<file path="config.mk">
export PLATFORM = sky130hd
export DESIGN_NAME = wb_ledbar_arbiter
export DESIGN_NICKNAME = d
export VERILOG_FILES = /design/src/rtl/wb_ledbar_pkg.sv /design/src/rtl/wb_rr_grant.sv /design/src/rtl/wb_ledbar_arbiter.sv
export SDC_FILE = /design/constraint.sdc
export NUM_CORES = 1
export LEC_CHECK = 0
export BUFFER_PORTS_ARGS = -buffer_cell sky130_fd_sc_hd__buf_2
export CAP_MARGIN = 20
export CORE_AREA = 2 2 113 115
export DETAILED_ROUTE_END_ITERATION = 6
export DIE_AREA = 0 0 115 117
export PLACE_DENSITY = 0.56
export SLEW_MARGIN = 20
export SYNTH_ARGS = -nofsm -noshare
export SYNTH_HDL_FRONTEND = slang
export SYNTH_HIERARCHICAL = 1
export SYNTH_SLANG_ARGS = --single-unit
</file>
<file path="constraint.sdc">
create_clock -name i_clk -period 2.5 [get_ports i_clk]
set_input_delay 0.125 -clock i_clk [delete_from_list [all_inputs] [get_ports i_clk]]
set_output_delay 0.125 -clock i_clk [all_outputs]
set_load 0.01 [all_outputs]
</file>
<file path="src/rtl/wb_ledbar_pkg.sv">
// -----------------------------------------------------------------------------
// wb_ledbar_pkg
// Shared types and constants for the blinktLEDBar Wishbone arbiter slice.
//   arb_state_t          : arbiter FSM state (IDLE, BUSY)
//   NUM_MASTERS          : number of Wishbone masters sharing the LED bar
//   LEDBAR_*_WIDTH       : default bus widths, reused by the blinktLEDBar benches
//   idx_to_onehot()      : master index -> one-hot grant vector
// -----------------------------------------------------------------------------
package wb_ledbar_pkg;

  typedef enum logic {
    IDLE = 1'b0,
    BUSY = 1'b1
  } arb_state_t;

  localparam int NUM_MASTERS         = 2;
  localparam int LEDBAR_DATA_WIDTH   = 32;
  localparam int LEDBAR_ADDR_WIDTH   = 32;
  localparam int LEDBAR_SELECT_WIDTH = LEDBAR_DATA_WIDTH / 8;

  // Two masters only, so the index is a single bit.
  function automatic logic [NUM_MASTERS-1:0] idx_to_onehot(input logic idx);
    return idx ? 2'b10 : 2'b01;
  endfunction

endpackage

</file>
<file path="src/rtl/wb_rr_grant.sv">
// -----------------------------------------------------------------------------
// wb_rr_grant
// Two-request round-robin pick, purely combinational.
//   req   : per-master request (CYC), bit 0 = master 0
//   last  : index of the master served in the previous tenure
//   valid : at least one request present
//   idx   : winning master; on a tie the master that was not served last wins
// -----------------------------------------------------------------------------
module wb_rr_grant
  import wb_ledbar_pkg::*;
(
  input  logic [NUM_MASTERS-1:0] req,
  input  logic                   last,
  output logic                   valid,
  output logic                   idx
);

  // NOTE: every variable written in always_comb gets a default assignment first,
  // so no path through the block can leave it unassigned and infer a latch.
  always_comb begin
    valid = |req;
    idx   = 1'b0;
    case (req)
      2'b01:   idx = 1'b0;
      2'b10:   idx = 1'b1;
      2'b11:   idx = ~last;
      default: idx = 1'b0;
    endcase
  end

endmodule

</file>
<file path="src/rtl/wb_ledbar_arbiter.sv">
// -----------------------------------------------------------------------------
// wb_ledbar_arbiter
// Two-master Wishbone classic round-robin arbiter in front of one blinktLEDBar
// slave. A grant is held for a whole bus tenure (while the owner keeps CYC
// high); responses are routed back combinationally to the owner only. A
// per-tenure watchdog turns a strobe stalled for TIMEOUT_CYCLES into a local
// ERR so a hung slave cannot lock the LED bar (TIMEOUT_CYCLES = 0 disables it).
//
// Ports
//   i_clk, i_rst_n     : clock (rising edge), asynchronous active-low reset
//   m_cyc_i/stb_i/we_i : per-master control, bit 0 = master 0
//   m_adr_i/dat_i/sel_i: per-master buses packed side by side, master 0 in LSBs
//   m_dat_o            : read data to all masters (straight from s_dat_i)
//   m_ack/err/rty_o    : per-master responses, only the owner's bit can assert
//   s_*_o / s_*_i      : the single slave port
//   o_grant            : one-hot current owner, 00 when idle
//   o_timeout          : one-cycle pulse when the watchdog fires
// -----------------------------------------------------------------------------
module wb_ledbar_arbiter
  import wb_ledbar_pkg::*;
#(
  parameter int DATA_WIDTH     = LEDBAR_DATA_WIDTH,
  parameter int ADDR_WIDTH     = LEDBAR_ADDR_WIDTH,
  parameter int SELECT_WIDTH   = DATA_WIDTH / 8,
  parameter int TIMEOUT_CYCLES = 255
) (
  input  logic                                i_clk,
  input  logic                                i_rst_n,
  // master side
  input  logic [NUM_MASTERS-1:0]              m_cyc_i,
  input  logic [NUM_MASTERS-1:0]              m_stb_i,
  input  logic [NUM_MASTERS-1:0]              m_we_i,
  input  logic [NUM_MASTERS*ADDR_WIDTH-1:0]   m_adr_i,
  input  logic [NUM_MASTERS*DATA_WIDTH-1:0]   m_dat_i,
  input  logic [NUM_MASTERS*SELECT_WIDTH-1:0] m_sel_i,
  output logic [DATA_WIDTH-1:0]               m_dat_o,
  output logic [NUM_MASTERS-1:0]              m_ack_o,
  output logic [NUM_MASTERS-1:0]              m_err_o,
  output logic [NUM_MASTERS-1:0]              m_rty_o,
  // slave side
  output logic                                s_cyc_o,
  output logic                                s_stb_o,
  output logic                                s_we_o,
  output logic [ADDR_WIDTH-1:0]               s_adr_o,
  output logic [DATA_WIDTH-1:0]               s_dat_o,
  output logic [SELECT_WIDTH-1:0]             s_sel_o,
  input  logic [DATA_WIDTH-1:0]               s_dat_i,
  input  logic                                s_ack_i,
  input  logic                                s_err_i,
  input  logic                                s_rty_i,
  // status
  output logic [NUM_MASTERS-1:0]              o_grant,
  output logic                                o_timeout
);

  // Watchdog counter width; kept at least one bit so TIMEOUT_CYCLES = 0 still
  // elaborates (the counter then simply never leaves zero).
  localparam int              WD_W   = (TIMEOUT_CYCLES > 0) ? $clog2(TIMEOUT_CYCLES + 1) : 1;
  localparam logic [WD_W-1:0] WD_MAX = WD_W'(TIMEOUT_CYCLES);

  arb_state_t      state;
  logic            g;      // current owner index
  logic            last;   // owner of the previous tenure
  logic [WD_W-1:0] wd;     // consecutive stalled-strobe edges

  logic            req_valid;
  logic            req_idx;
  logic            timeout;
  logic            slave_resp;

  wb_rr_grant u_rr_grant (
    .req   (m_cyc_i),
    .last  (last),
    .valid (req_valid),
    .idx   (req_idx)
  );

  assign slave_resp = s_ack_i | s_err_i | s_rty_i;
  assign timeout    = (TIMEOUT_CYCLES > 0) && (state == BUSY) && (wd == WD_MAX);
  assign o_timeout  = timeout;

  // Read data is shared; only the owner gets an ACK, so others ignore it.
  assign m_dat_o = s_dat_i;

  // Slave port mux and response routing. In IDLE everything is held at zero
  // so reset (which forces IDLE) clears every output without a clock edge.
  always_comb begin
    s_cyc_o = 1'b0;
    s_stb_o = 1'b0;
    s_we_o  = 1'b0;
    s_adr_o = '0;
    s_dat_o = '0;
    s_sel_o = '0;
    o_grant = '0;
    m_ack_o = '0;
    m_err_o = '0;
    m_rty_o = '0;
    if (state == BUSY) begin
      s_cyc_o = m_cyc_i[g];
      // The strobe is withheld in the timeout cycle so the slave cannot
      // complete a transfer the master is being told has failed.
      s_stb_o = m_stb_i[g] & m_cyc_i[g] & ~timeout;
      s_we_o  = m_we_i[g];
      s_adr_o = m_adr_i[int'(g)*ADDR_WIDTH   +: ADDR_WIDTH];
      s_dat_o = m_dat_i[int'(g)*DATA_WIDTH   +: DATA_WIDTH];
      s_sel_o = m_sel_i[int'(g)*SELECT_WIDTH +: SELECT_WIDTH];
      o_grant = idx_to_onehot(g);
      // Priority keeps the three response lines mutually exclusive even if
      // the slave misbehaves; the watchdog ERR overrides any late response.
      if (timeout)      m_err_o[g] = 1'b1;
      else if (s_err_i) m_err_o[g] = 1'b1;
      else if (s_rty_i) m_rty_o[g] = 1'b1;
      else if (s_ack_i) m_ack_o[g] = 1'b1;
    end
  end

  // Grant FSM and watchdog.
  // NOTE: state registers use non-blocking assignments so every register in
  // this block samples the pre-edge values, independent of statement order.
  always_ff @(posedge i_clk or negedge i_rst_n) begin
    if (!i_rst_n) begin
      state <= IDLE;
      g     <= 1'b0;
      last  <= 1'b1;     // master 0 wins the first tie after reset
      wd    <= '0;
    end else begin
      case (state)
        IDLE: begin
          wd <= '0;
          if (req_valid) begin
            state <= BUSY;
            g     <= req_idx;
          end
        end
        BUSY: begin
          if (!m_cyc_i[g]) begin
            // Tenure ends; the mandatory idle cycle follows.
            state <= IDLE;
            last  <= g;
            wd    <= '0;
          end else if (s_stb_o && !slave_resp) begin
            // Saturate rather than wrap; in practice the timeout cycle
            // (strobe forced low) clears the counter first.
            if (wd != WD_MAX) wd <= wd + 1'b1;
          end else begin
            wd <= '0;
          end
        end
        default: begin
          state <= IDLE;
          wd    <= '0;
        end
      endcase
    end
  end

endmodule

</file>
# Yosys cells after proc, flatten, opt, wreduce, memory -nomap -nowiden
# Index checks and enable logic that the tools add are counted.
[word_totals]
out_inout_bits = 112
ff_bits = 11
input_bits = 179
elab_cells = 66
[op_classes]
bitwise = 8
order_cmp = 2
muxes = 36
n_shift = 3
n_addsub = 1
n_reduce_logical = 7
eq_ne = 5
[op_table]
columns = ["op", "n"]
rows = [
  ["64-bit by 7-bit variable part select with 32-bit output", 2],
  ["32-bit 2-to-1 mux", 2],
  ["2-bit 2-to-1 mux", 14],
  ["8-bit 2-to-1 mux", 3],
  ["8-bit one-hot mux with 2 select lines", 1],
  ["1-bit 2-to-1 mux", 12],
  ["8-bit by 1-bit adder with 8-bit output, second input constant", 1],
  ["8-bit equality test, second input constant", 1],
  ["8-bit inequality test, second input constant", 1],
  ["8-bit by 4-bit variable part select with 4-bit output", 1],
  ["2-bit equality test, second input constant", 2],
  ["4-bit 2-to-1 mux", 1],
  ["4-bit by 3-bit inequality test with 1-bit output, second input constant", 1],
  ["1-bit NOT", 4],
  ["1-bit one-hot mux with 2 select lines", 2],
  ["2-bit AND reduction", 2],
  ["1-bit logical AND", 3],
  ["1-bit AND", 2],
  ["1-bit by 2-bit < comparator with 1-bit output, second input constant", 1],
  ["1-bit OR", 2],
  ["2-bit OR reduction", 1],
  ["1-bit demux with 1-bit select", 1],
  ["1-bit >= comparator, second input constant", 1],
  ["1-bit zero test", 1],
]

# Logic depth before layout (Yosys ltp)
# Gate-level depths: netlist of the first run.
[depth]
ltp_word = 9
ltp_mapped = 5
mapped_depth_nobuf = 4

# Hierarchy
# Netlist of the first run, hierarchy kept.
[by_module_without_submodules]
columns = ["module", "instances", "seq_area_each_um2", "area_per_inst_um2", "cells_per_inst"]
rows = [
  ["wb_ledbar_arbiter", 1, 276.5, 2110.8, 255],
  ["wb_rr_grant", 1, 0.0, 13.8, 2],
]

# Worst setup path after synthesis of the first run
# Ideal clock, no wire load.
[synth_timing]
path_type = "register to output"
start = "register wd[0]"
end = "output m_ack_o[1]"
path_stages_with_launch = 6
required_ps = 2375
arrival_time_ps = 1307
path_buffers = 1
slack_ps = 1068
path_cell_list = "dfrtp_1 ha_1 nand3_4 o21bai_4 buf_4 nor3_1"
[synth_via]
elab_chain_cells = 4
[synth_lines]
columns = ["item", "line_no", "text"]
rows = [
  ["start, declared", "wb_ledbar_arbiter.sv:64", "logic [WD_W-1:0] wd;"],
  ["start signal, assigned", "wb_ledbar_arbiter.sv:144", "if (wd != WD_MAX) wd <= wd + 1'b1;"],
  ["8-bit equality test", "wb_ledbar_arbiter.sv:79", "assign timeout = (TIMEOUT_CYCLES > 0) && (state == BUSY) && (wd == WD_MAX);"],
  ["1-bit logical AND", "wb_ledbar_arbiter.sv:79", ""],
  ["2-bit 2-to-1 mux", "wb_ledbar_arbiter.sv:110", "if (timeout) m_err_o[g] = 1'b1;"],
  ["2-bit 2-to-1 mux", "wb_ledbar_arbiter.sv:98", "if (state == BUSY) begin"],
  ["end, declared", "wb_ledbar_arbiter.sv:37", "output logic [NUM_MASTERS-1:0] m_ack_o,"],
]
# No other way between the ends.

# Final worst setup path of the first run
[layout_timing]
start = "register g"
end = "output s_dat_o[25]"
[layout_via]
elab_chain_cells = 2
[layout_lines]
columns = ["item", "line_no", "text"]
rows = [
  ["start, declared", "wb_ledbar_arbiter.sv:62", "logic g;"],
  ["start signal, assigned", "wb_ledbar_arbiter.sv:132", "g <= req_idx;"],
  ["64-bit by 7-bit variable part select with 32-bit output", "wb_ledbar_arbiter.sv:105", "s_dat_o = m_dat_i[int'(g)*DATA_WIDTH +: DATA_WIDTH];"],
  ["32-bit 2-to-1 mux", "wb_ledbar_arbiter.sv:98", ""],
  ["end, declared", "wb_ledbar_arbiter.sv:45", "output logic [DATA_WIDTH-1:0] s_dat_o,"],
]
# No other way between the ends.

==> results of run 1 <==
[cell type report]
class                      count  area (sq um)
clock buffer                   3          75.1
clock inverter                 1          5.00
tap                          150           188
timing repair buffer         230          1180
sequential                    11           282
fill                        1384          9070
multi-input combinational    191          1490
inverter                       6          22.5
[power groups by stage]
stage	Combinational [mW]	Clock, mW	Sequential [mW]
global placement	2.14	0	0.393
CTS	2.18	0.305	0.398
detailed placement	2.18	0	0.400
finish	2.15	0.294	0.388
floorplan	1.59	0	0.228
global route	2.33	0.315	0.411
[cells by family (layout without fill, tap and decap cells)]
group | after synthesis | count (layout) | synth area share
multiplexers | 71 | 71 | 0.335
adder cells (fa/ha/maj) | 1 | 1 | 0.00589
AND/OR/NAND/NOR | 105 | 105 | 0.302
AO/OA/AOI/OAI | 11 | 11 | 0.0459
buffers and inverters | 55 | 240 | 0.169
XOR/XNOR | 3 | 3 | 0.0124
flip-flops | 11 | 11 | 0.130
[what timing repair did]
item | CTS | global route
hold endpoints to repair | 10 | 0
hold buffers | 1 | 0
endpoints found under the setup margin | 0 | 0
buffers inserted | 0 | 0
resized for setup | 0 | 0
[registers in the layout, indices dropped and copies added (netlist names)]
register and flops:
last 1, wd 8, state 1, g 1
[critical path, cell delays in order, from the launching register on]
cell and delay, ns:
dfrtp_4 0.71, buf_12 0.28, mux2i_1 0.33, nor2b_1 0.10
buf_2 0.15
[layout by cell type, fill, tap and decap left out, types with 2 or more instances in the layout]
| cell | count |
|---|---|
| a211oi_2 | 3 |
| a21oi_1 | 2 |
| and2_1 | 3 |
| buf_2 | 226 |
| buf_4 | 2 |
| clkbuf_16 | 3 |
| dfrtp_1 | 8 |
| inv_1 | 6 |
| mux2i_1 | 70 |
| nand2_1 | 3 |
| nand2b_1 | 2 |
| nand3_1 | 2 |
| nand4_1 | 2 |
| nor2_1 | 5 |
| nor2b_1 | 71 |
| nor3_1 | 9 |
| o21ai_0 | 3 |
| or3_1 | 3 |
| xnor2_1 | 2 |
[stage by stage]
stage,power [mW],std cells,area [sq um],utilization
final,2.83,592,3240,0.263
after floorplan,1.82,257,2120,-
after CTS,2.89,592,3240,0.263
after global placement,2.53,587,3150,0.256
after detailed placement,2.58,587,3150,0.256
after global routing,3.06,592,3240,0.263
[worst min path at each step]
stage | startpoint | to | slack, ns | cells after the start
2_1_floorplan | i_rst_n | g$_DFFE_PN0P_ | -0.17 | 0
3_3_place_gp | i_rst_n | wd[6]$_DFFE_PN0P_ | 0.007 | 1
3_5_place_dp | i_rst_n | wd[4]$_DFFE_PN0P_ | 0.01 | 1
4_1_cts | m_cyc_i[1] | last$_DFFE_PN1P_ | 0.23 | 4
5_1_grt | s_dat_i[17] | m_dat_o[17] | 0.25 | 0
6_report | m_cyc_i[1] | last$_DFFE_PN1P_ | 0.24 | 4
[routing by layer]
metal	up-vias	global-route usage	wire, um
met2	130	0.191	4360
met3	10	0.0201	618
met5	-	0	0
met1	1067	0.126	3120
li1	1203	-	-
met4	0	0.0225	110
==> run summary, run 1 <==
status - completed
Sw Share - 0.466
area fraction of the dominant cell type after synthesis - 0.330
core area - 12300 sq um
post-synthesis cell count - 257
worst skew pair latency - 0.24 ns
Vias - 2410
Remaining DRCs - 0
RSZ-0062 raised after global routing - false
Worst-Margin Slew - 0.477 ns
H-tree Lvls - 1
Port Buffers - 226
Max IR drop VDD - 0.000345 V
CP Data Required Time - 2.38 ns
Synth Warn # - 6
sequential power share - 0.137
initial antenna violation count - 1
Startpoint Class - flop
Syn-to-layout area delta - 52.4%
synthesized area per cell - 8.27 sq um
worst reg-to-reg setup slack - 0.93 ns
worst-path fanout max - 30
crit path DAT - 1.87 ns
leak pwr - 1.81 nW
Yosys reg bits - 11
ratio of final minimum period to clock period - 0.799
power density over the cells - 874 nW/um^2
PnR worst setup slack - 0.502 ns
global-route wire length before repair - 10900 um
Initial DRC Count - 45
Synth top cells by count - nor2b_1 (71), mux2i_1 (70), buf_4 (40)
Post-DRT Antenna Nets - 0
clk_skew - 0.00359 ns
number of global-route vias before repair - 2104
Initial Util - 0.173
HP Class - input port to flop
most common cell in the synthesized netlist - nor2b_1
mean number of vias per cell - 4.07
Synth area leaders - mux2i_1 (33%), nor2b_1 (21%), buf_4 (14%)
pre-CTS setup slack - 0.743 ns
NetSw - 1.32 mW
CTS tree - built
RR Startpoint - g$_DFFE_PN0P_
maximum clock frequency - 0.501 GHz
GP Congestion - 0.851
layout cells sized above 1 - 0.552
final setup fails - 0
fraction of registers with async set or reset after synthesis - 1.00
Slew HR - 0.682
area leader, netlist - mux2i_1
hold_ws - 0.237 ns
Comb power frac - 0.759
CP endpoint kind - output port
CP Class - flop to output port
CP Launch Point - g$_DFFE_PN0P_
DP HPWL - 7260 um
Reg clk slew, reported paths - 0.04 ns
root buffer cell - clkbuf_16
CTS Sinks - 11
Internal Pwr Total - 1.51 mW
pin count of the biggest net entering global routing - 47
Yosys cell types - 31
sequential fraction of the synthesis area - 0.130
Critical Path Sink - s_dat_o[25]
Final Hold Vio Count - 0
EDFF count, synth - 0
dominant synthesized flop cell - dfrtp_1
Routed WL - 8210 um
diodes inserted - 0
Die H - 117 um
GRT Residual Overflow - 0
global-route usage over all layers - 0.104
Clock Path Buffers - 2
max-cap violations - 0
width of the die - 115 um
min Tclk post-route - 2.00 ns
Post-Syn Nets - 437
total CTS buffers - 3
Die Area - 13500 sq um
Worst R2R Path Depth - 3
Final TNS setup - 0 ns
io pins - 291
Clk network pwr share - 0.104
DRT Pass-1 Iters - 4
Netlist Area Pre-Place - 2120 sq um
reg2reg end - wd[2]$_DFFE_PN0P_
Slew Limit Fails - 0
Wirelength per Cell - 13.9 um
FP Rows - 41
Nets - 623
No activity file was read; power rests on OpenSTA's default activity.
==> inputs of run 2 (changes only) <==
Clock period 2.5 ns to 2.1 ns, I/O delays scaled along.
==> run 2 against run 1 <==
Against the previous run:
- cell area is 0.46% higher
- combinational power is 25% higher
- power is 21% higher
- sequential power is 3% lower
- non-clock buffer count is 2 higher
- global-route usage is 0.21 points higher
- core utilization is 0.12 points higher
- critical path depth stayed put
- worst hold slack worse by 0.027 ns
- first-iteration DRC count is 44% higher
- die area stayed put
- clock power is 19% higher
- critical path type unchanged
- largest cell class unchanged
- largest power group unchanged
==> run summary, run 2 (synthesis results as in run 1) <==
Post-Place Cells - 589 (was 587)
diodes inserted - 0 (unchanged)
Wirelength per Cell - 14.1 um (was 13.9 um)
pre-CTS setup slack - 0.411 ns (was 0.743 ns)
reg2reg end - wd[3]$_DFFE_PN0P_ (was wd[2]$_DFFE_PN0P_)
FP Rows - 41 (unchanged)
non-filler instance count after layout - 594 (was 592)
Comb power frac - 0.787 (was 0.759)
Syn-to-layout area delta - 53.1% (was 52.4%)
ratio of final minimum period to clock period - 0.917
global-route wire length before repair - 11100 um (was 10900 um)
status - completed (unchanged)
Routed WL - 8350 um (was 8210 um)
HP Class - input port to output port (was input port to flop)
Final TNS setup - 0 ns (unchanged)
GRT Residual Overflow - 0 (unchanged)
maximum clock frequency - 0.519 GHz
Hold EP - m_dat_o[10] (was last$_DFFE_PN1P_)
Port Buffers - 226 (unchanged)
CP Class - flop to output port (unchanged)
Reg clk slew, reported paths - 0.04 ns (about the same)
met2 routed WL - 4460 um (was 4360 um)
Internal Pwr Total - 1.82 mW (was 1.51 mW)
Post-DRT Antenna Nets - 0 (unchanged)
CP Data Required Time - 2.00 ns (was 2.38 ns)
layout cells sized above 1 - 0.554 (was 0.552)
NetSw - 1.60 mW (was 1.32 mW)
DR top layer - met4 (unchanged)
max-cap violations - 0 (unchanged)
width of the die - 115 um (unchanged)
Slew Limit Fails - 0 (unchanged)
sequential power share - 0.111 (was 0.137)
Nets - 625 (was 623)
worst-path fanout max - 27 (was 30)
min Tclk post-route - 1.93 ns
Biggest register - wd (unchanged)
max reg flops - 8 (unchanged)
core area - 12300 sq um (unchanged)
Remaining DRCs - 0 (unchanged)
met3 WL - 561 um (was 618 um)
Slew HR - 0.719 (was 0.682)
CTS tree - built (unchanged)
initial antenna violation count - 1 (unchanged)
Startpoint Class - flop (unchanged)
clk_skew - 0.000786 ns (was 0.00359 ns)
most frequent cells in the layout - buf_2 (226), nor2b_1 (71), mux2i_1 (70) (unchanged)
crit path DAT - 1.82 ns (was 1.87 ns)
DP HPWL - 7330 um (was 7260 um)
final setup fails - 0 (unchanged)
Vias - 2433 (was 2410)
wl on met1 - 3270 um (was 3120 um)
CP endpoint kind - output port (unchanged)
io pins - 291 (unchanged)
setup bufs post-CTS - 0 (unchanged)
CTS Sinks - 11 (unchanged)
DRT Pass-1 Iters - 4 (unchanged)
FILL cells - 1371 (was 1384)
Initial DRC Count - 65 (was 45)
PnR worst setup slack - 0.175 ns (was 0.502 ns)
commonest non-fill, non-tap cell in the layout - buf_2 (unchanged)
power density over the cells - 1050 nW/um^2 (was 874 nW/um^2)
hold_ws - 0.210 ns (was 0.237 ns)
pin count of the biggest net entering global routing - 47 (unchanged)
leak pwr - 1.82 nW (was 1.81 nW)
mean number of vias per cell - 4.10 (was 4.07)
worst reg-to-reg setup slack - 0.55 ns (was 0.93 ns)
worst skew pair latency - 0.24 ns (about the same)
Die Area - 13500 sq um (unchanged)
HP Start - s_dat_i[10] (was m_cyc_i[1])
RSZ-0062 raised after global routing - false (unchanged)
Max IR drop VDD - 0.000466 V (was 0.000345 V)
Die H - 117 um (unchanged)
Initial Util - 0.173 (unchanged)
number of global-route vias before repair - 2127 (was 2104)
H-tree Lvls - 1 (unchanged)
Sw Share - 0.467 (was 0.466)
Clk network pwr share - 0.103 (was 0.104)
Final Hold Vio Count - 0 (unchanged)
root buffer cell - clkbuf_16 (unchanged)
global-route usage over all layers - 0.106 (was 0.104)
GP Congestion - 0.754 (was 0.851)
total CTS buffers - 3 (unchanged)
RR Startpoint - g$_DFFE_PN0P_ (unchanged)
Worst R2R Path Depth - 3 (unchanged)
Hold Crit Depth - 0 (was 4)
Clock Path Buffers - 2 (unchanged)
Worst-Margin Slew - 0.421 ns (was 0.477 ns)
## run 2: cell types whose count changed in the layout (fill, tap and decap cells not counted), sizes merged
cell / before / now
buf: 229 / 231
## run 2: power by group through the flow
| stage | Sequential [mW] | Combinational, mW | Clock (mW) |
|---|---|---|---|
| floorplan | 0.271 | 1.90 | 0 |
| global placement | 0.378 | 2.70 | 0 |
| detailed placement | 0.386 | 2.74 | 0 |
| CTS | 0.384 | 2.75 | 0.362 |
| global route | 0.394 | 2.93 | 0.372 |
| finish | 0.378 | 2.69 | 0.351 |
## run 2: worst max path at each step
stage,from,end,cells after the start
3_3_place_gp,g$_DFFE_PN0P_,s_adr_o[29],4
2_1_floorplan,wd[0]$_DFFE_PN0P_,m_ack_o[1],5
6_report,g$_DFFE_PN0P_,s_adr_o[29],4
4_1_cts,g$_DFFE_PN0P_,s_adr_o[29],4
3_5_place_dp,g$_DFFE_PN0P_,s_adr_o[29],4
5_1_grt,g$_DFFE_PN0P_,s_adr_o[12],4
## run 2: area by class of cell
type                       count  area, sq um  area share
multi-input combinational    191         1490       0.458
timing repair buffer         232         1190       0.366
sequential                    11          282      0.0866
tap                          150          188      0.0577
clock buffer                   3         75.1      0.0231
inverter                       6         22.5     0.00693
clock inverter                 1         5.00     0.00154
## run 2: through the flow
stage	power [mW]	cell area [sq um]	utilization
CTS	3.49	3250	0.264
detailed placement	3.13	3160	0.257
floorplan	2.17	2120	-
global placement	3.08	3160	0.257
global route	3.70	3250	0.264
finish	3.42	3250	0.264
## run 2: worst max-delay path: stages, from the launching register on
cell     delay, ns
dfrtp_4       0.67
buf_4         0.40
mux2i_1       0.26
nor2b_1       0.08
buf_2         0.14
## run 2: layer usage
layer / GRT usage / vias to the layer above
met3: 0.0165 / 8
met4: 0.0153 / 0
li1: - / 1203
met2: 0.200 / 132
met1: 0.131 / 1090
met5: 0 / -
## run 2: what timing repair did
| item | CTS | global route |
|---|---|---|
| hold buffers | 1 | 0 |
| resized for setup | 0 | 0 |
| endpoints found under the hold margin | 11 | 0 |
==> inputs of run 3 (changes only) <==
Settings changed: ABC_AREA set to 1, CORE_AREA 2 2 113 115 to 2 2 114 116, DIE_AREA 0 0 115 117 to 0 0 116 118, PLACE_DENSITY 0.56 to 0.51.
==> run 3 against run 2 <==
Against the previous run:
- synthesized cell count decreased by 21%
- combinational power is 4% lower
- critical path type unchanged
- fmax shrank 0.19%
- largest cell class is now buffers
==> run summary, run 3 <==
kind of cell adding the most delay to the critical path - buffers and inverters (was flip-flops)
Clk network pwr share - 0.109 (was 0.103)
Simple-Gate Fraction of Synth Area - 0.144 (was 0.302)
status - completed (unchanged)
Die Area - 13700 sq um (was 13500 sq um)
CTS tree - built (unchanged)
io pins - 291 (unchanged)
max reg flops - 8 (unchanged)
Max IR drop VDD - 0.000581 V (was 0.000466 V)
ratio of final minimum period to clock period - 0.919 (was 0.917)
largest family of logic cells by synthesized area - compound AO/OA/AOI/OAI gates (was multiplexers)
area fraction of the dominant cell type after synthesis - 0.358 (was 0.330)
post-cts sizing count - 0 (unchanged)
complex-gate fraction of the synthesized area - 0.375 (was 0.0459)
NetSw - 1.60 mW (about the same)
diodes inserted - 0 (unchanged)
worst-path fanout max - 71 (was 27)
global-route usage over all layers - 0.102 (was 0.106)
Yosys cell types - 27 (was 31)
min Tclk post-route - 1.93 ns (about the same)
global-route wire length before repair - 11000 um (was 11100 um)
Final Hold Vio Count - 0 (unchanged)
Comb power frac - 0.800 (was 0.787)
most common cell in the synthesized netlist - a22o_1 (was nor2b_1)
Yosys reg bits - 11 (unchanged)
clk_skew - 0.00615 ns (was 0.000786 ns)
FP Rows - 41 (unchanged)
sequential fraction of the synthesis area - 0.164 (was 0.130)
power density over the cells - 1180 nW/um^2 (was 1050 nW/um^2)
core area - 12400 sq um (was 12300 sq um)
final setup fails - 0 (unchanged)
Routed WL - 8180 um (was 8350 um)
Core Util, Final - 0.219 (was 0.264)
total CTS buffers - 3 (unchanged)
met3 WL - 812 um (was 561 um)
Synth top cells by count - a22o_1 (69), buf_4 (32), inv_1 (16), nand2_1 (16), nor2_1 (15) (was nor2b_1 (71), mux2i_1 (70), buf_4 (40))
Buf/Inv on CP - 2 (unchanged)
DP HPWL - 6710 um (was 7330 um)
Sw Share - 0.499 (was 0.467)
Post-Syn Nets - 384 (was 437)
CP Data Required Time - 2.00 ns (about the same)
mean number of vias per cell - 4.01 (was 4.10)
Port Buffers - 226 (unchanged)
Internal Pwr Total - 1.61 mW (was 1.82 mW)
pin count of the biggest net entering global routing - 72 (was 47)
CP Class - flop to output port (unchanged)
wl on met1 - 3600 um (was 3270 um)
mux share of post-synthesis cell area - 0 (was 0.335)
slowest cell on the critical path - dfrtp_1 (was dfrtp_4)
DR top layer - met4 (unchanged)
Initial DRC Count - 127 (was 65)
fraction of registers with async set or reset after synthesis - 1.00 (unchanged)
Slew Limit Fails - 0 (unchanged)
Final TNS setup - 0 ns (unchanged)
maximum clock frequency - 0.518 GHz (was 0.519 GHz)
Die H - 118 um (was 117 um)
dominant synthesized flop cell - dfrtp_1 (unchanged)
Slew HR - 0.649 (was 0.719)
post-synthesis cell count - 204 (was 257)
leak pwr - 1.60 nW (was 1.82 nW)
CP cell instances - nand2_2, clkinv_4, a22o_1, buf_2 (was buf_4, mux2i_1, nor2b_1, buf_2)
Post-DRT Antenna Nets - 0 (unchanged)
Reg clk slew, reported paths - 0.04 ns (about the same)
initial antenna violation count - 0 (was 1)
commonest non-fill, non-tap cell in the layout - buf_2 (unchanged)
layout cells sized above 1 - 0.617 (was 0.554)
H-tree Lvls - 1 (unchanged)
synthesized area per cell - 8.27 sq um (about the same)
max-cap violations - 0 (unchanged)
EDFF count, synth - 0 (unchanged)
GRT Residual Overflow - 0 (unchanged)
crit path DAT - 1.82 ns (about the same)
width of the die - 116 um (was 115 um)
Netlist Area Pre-Place - 1690 sq um (was 2120 sq um)
Synth area leaders - a22o_1 (36%), dfrtp_1 (15%), buf_4 (14%) (was mux2i_1 (33%), nor2b_1 (21%), buf_4 (14%))
DRT Pass-1 Iters - 7 (was 4)
CTS Sinks - 11 (unchanged)
Post-Synth Adder-Cell Area - 0.00742 (was 0.00589)
Synth Warn # - 6 (unchanged)
Startpoint Class - flop (unchanged)
Wirelength per Cell - 14.6 um (was 14.1 um)
Syn-to-layout area delta - 61.0% (was 53.1%)
root buffer cell - clkbuf_16 (unchanged)
Clock Path Buffers - 2 (unchanged)
CP max stage delay - 0.45 ns (was 0.67 ns)
number of global-route vias before repair - 2068 (was 2127)
Biggest register - wd (unchanged)
worst skew pair latency - 0.24 ns (about the same)
met2 routed WL - 3690 um (was 4460 um)
Nets - 570 (was 625)
sequential power share - 0.090 (was 0.111)
CP endpoint kind - output port (unchanged)
RSZ-0062 raised after global routing - false (unchanged)
Worst-Margin Slew - 0.527 ns (was 0.421 ns)
Post-Synth XOR/XNOR Area - 0.0208 (was 0.0124)
Remaining DRCs - 0 (unchanged)
HP Class - input port to flop (was input port to output port)
Vias - 2250 (was 2433)
most frequent cells in the layout - buf_2 (226), a22o_1 (69), nand2_1 (16), inv_1 (16), nor2_1 (15) (was buf_2 (226), nor2b_1 (71), mux2i_1 (70))
Initial Util - 0.136 (was 0.173)
GP Congestion - 0.881 (was 0.754)
area leader, netlist - a22o_1 (was mux2i_1)
## run 3: cell count changes after synthesis, sizes merged, moves of 7 or more
cell	before	now
inv	6	18
nand2	3	19
mux2i	70	0
nor2b	71	0
a22o	0	69
nor2	5	16
clkbuf	7	0
## run 3: repair_timing
action / 4_1_cts / 5_1_grt
hold buffers: 1 / 0
buffers inserted: 0 / 0
hold endpoints to repair: 11 / 0
## run 3: tightest hold or removal path: stages
cell and delay [ns]:
buf_2 0.09, nor3_1 0.06, nand4_1 0.08, nor2_1 0.04
## run 3: final cells by class
| type | count | area (sq um) |
|---|---|---|
| tap | 172 | 215 |
| clock buffer | 4 | 78.8 |
| inverter | 19 | 81.3 |
| fill | 1414 | 9700 |
| timing repair buffer | 227 | 1140 |
| multi-input combinational | 128 | 922 |
| sequential | 11 | 277 |
## run 3: per-stage QoR
stage	power [mW]	worst slack [ns]	area, sq um	hold WS [ns]	instances
2_1_floorplan	2.19	0.781	1690	-0.191	204
3_5_place_dp	2.88	0.425	2630	-0.0143	556
5_1_grt	3.43	0.0783	2720	0.210	561
6_report	3.21	0.171	2720	0.174	561
3_3_place_gp	2.86	0.466	2630	-0.0137	556
4_1_cts	3.25	0.167	2720	0.172	561
## run 3: final timing paths
check / startpoint / endpoint / slack, ns / cells after the start
max in group asynchronous: i_rst_n / last$_DFFE_PN1P_ / 1.57 / 2
max reg2reg: wd[0]$_DFFE_PN0P_ / wd[3]$_DFFE_PN0P_ / 0.76 / 6
max: state$_DFF_PN0_ / s_dat_o[25] / 0.17 / 4
min reg2reg: wd[0]$_DFFE_PN0P_ / wd[0]$_DFFE_PN0P_ / 0.45 / 1
min: s_err_i / wd[7]$_DFFE_PN0P_ / 0.17 / 4
min in group asynchronous: i_rst_n / wd[1]$_DFFE_PN0P_ / 0.26 / 2
## run 3: cell families after synthesis
group | after synthesis
flip-flops | 11
AND/OR/NAND/NOR | 49
XOR/XNOR | 4
buffers and inverters | 65
AO/OA/AOI/OAI | 74
adder cells (fa/ha/maj) | 1
## run 3: per-layer routing
metal / track usage / up-vias
met1: 0.141 / 1015
met4: 0.0171 / 0
met2: 0.168 / 146
met3: 0.0160 / 9
li1: - / 1080
met5: 0 / -
## run 3: power groups by stage
stage | Sequential, mW | Combinational [mW] | Clock [mW]
5_1_grt | 0.295 | 2.77 | 0.366
3_3_place_gp | 0.293 | 2.57 | 0
6_report | 0.290 | 2.57 | 0.351
2_1_floorplan | 0.287 | 1.90 | 0
3_5_place_dp | 0.293 | 2.59 | 0
4_1_cts | 0.291 | 2.61 | 0.351
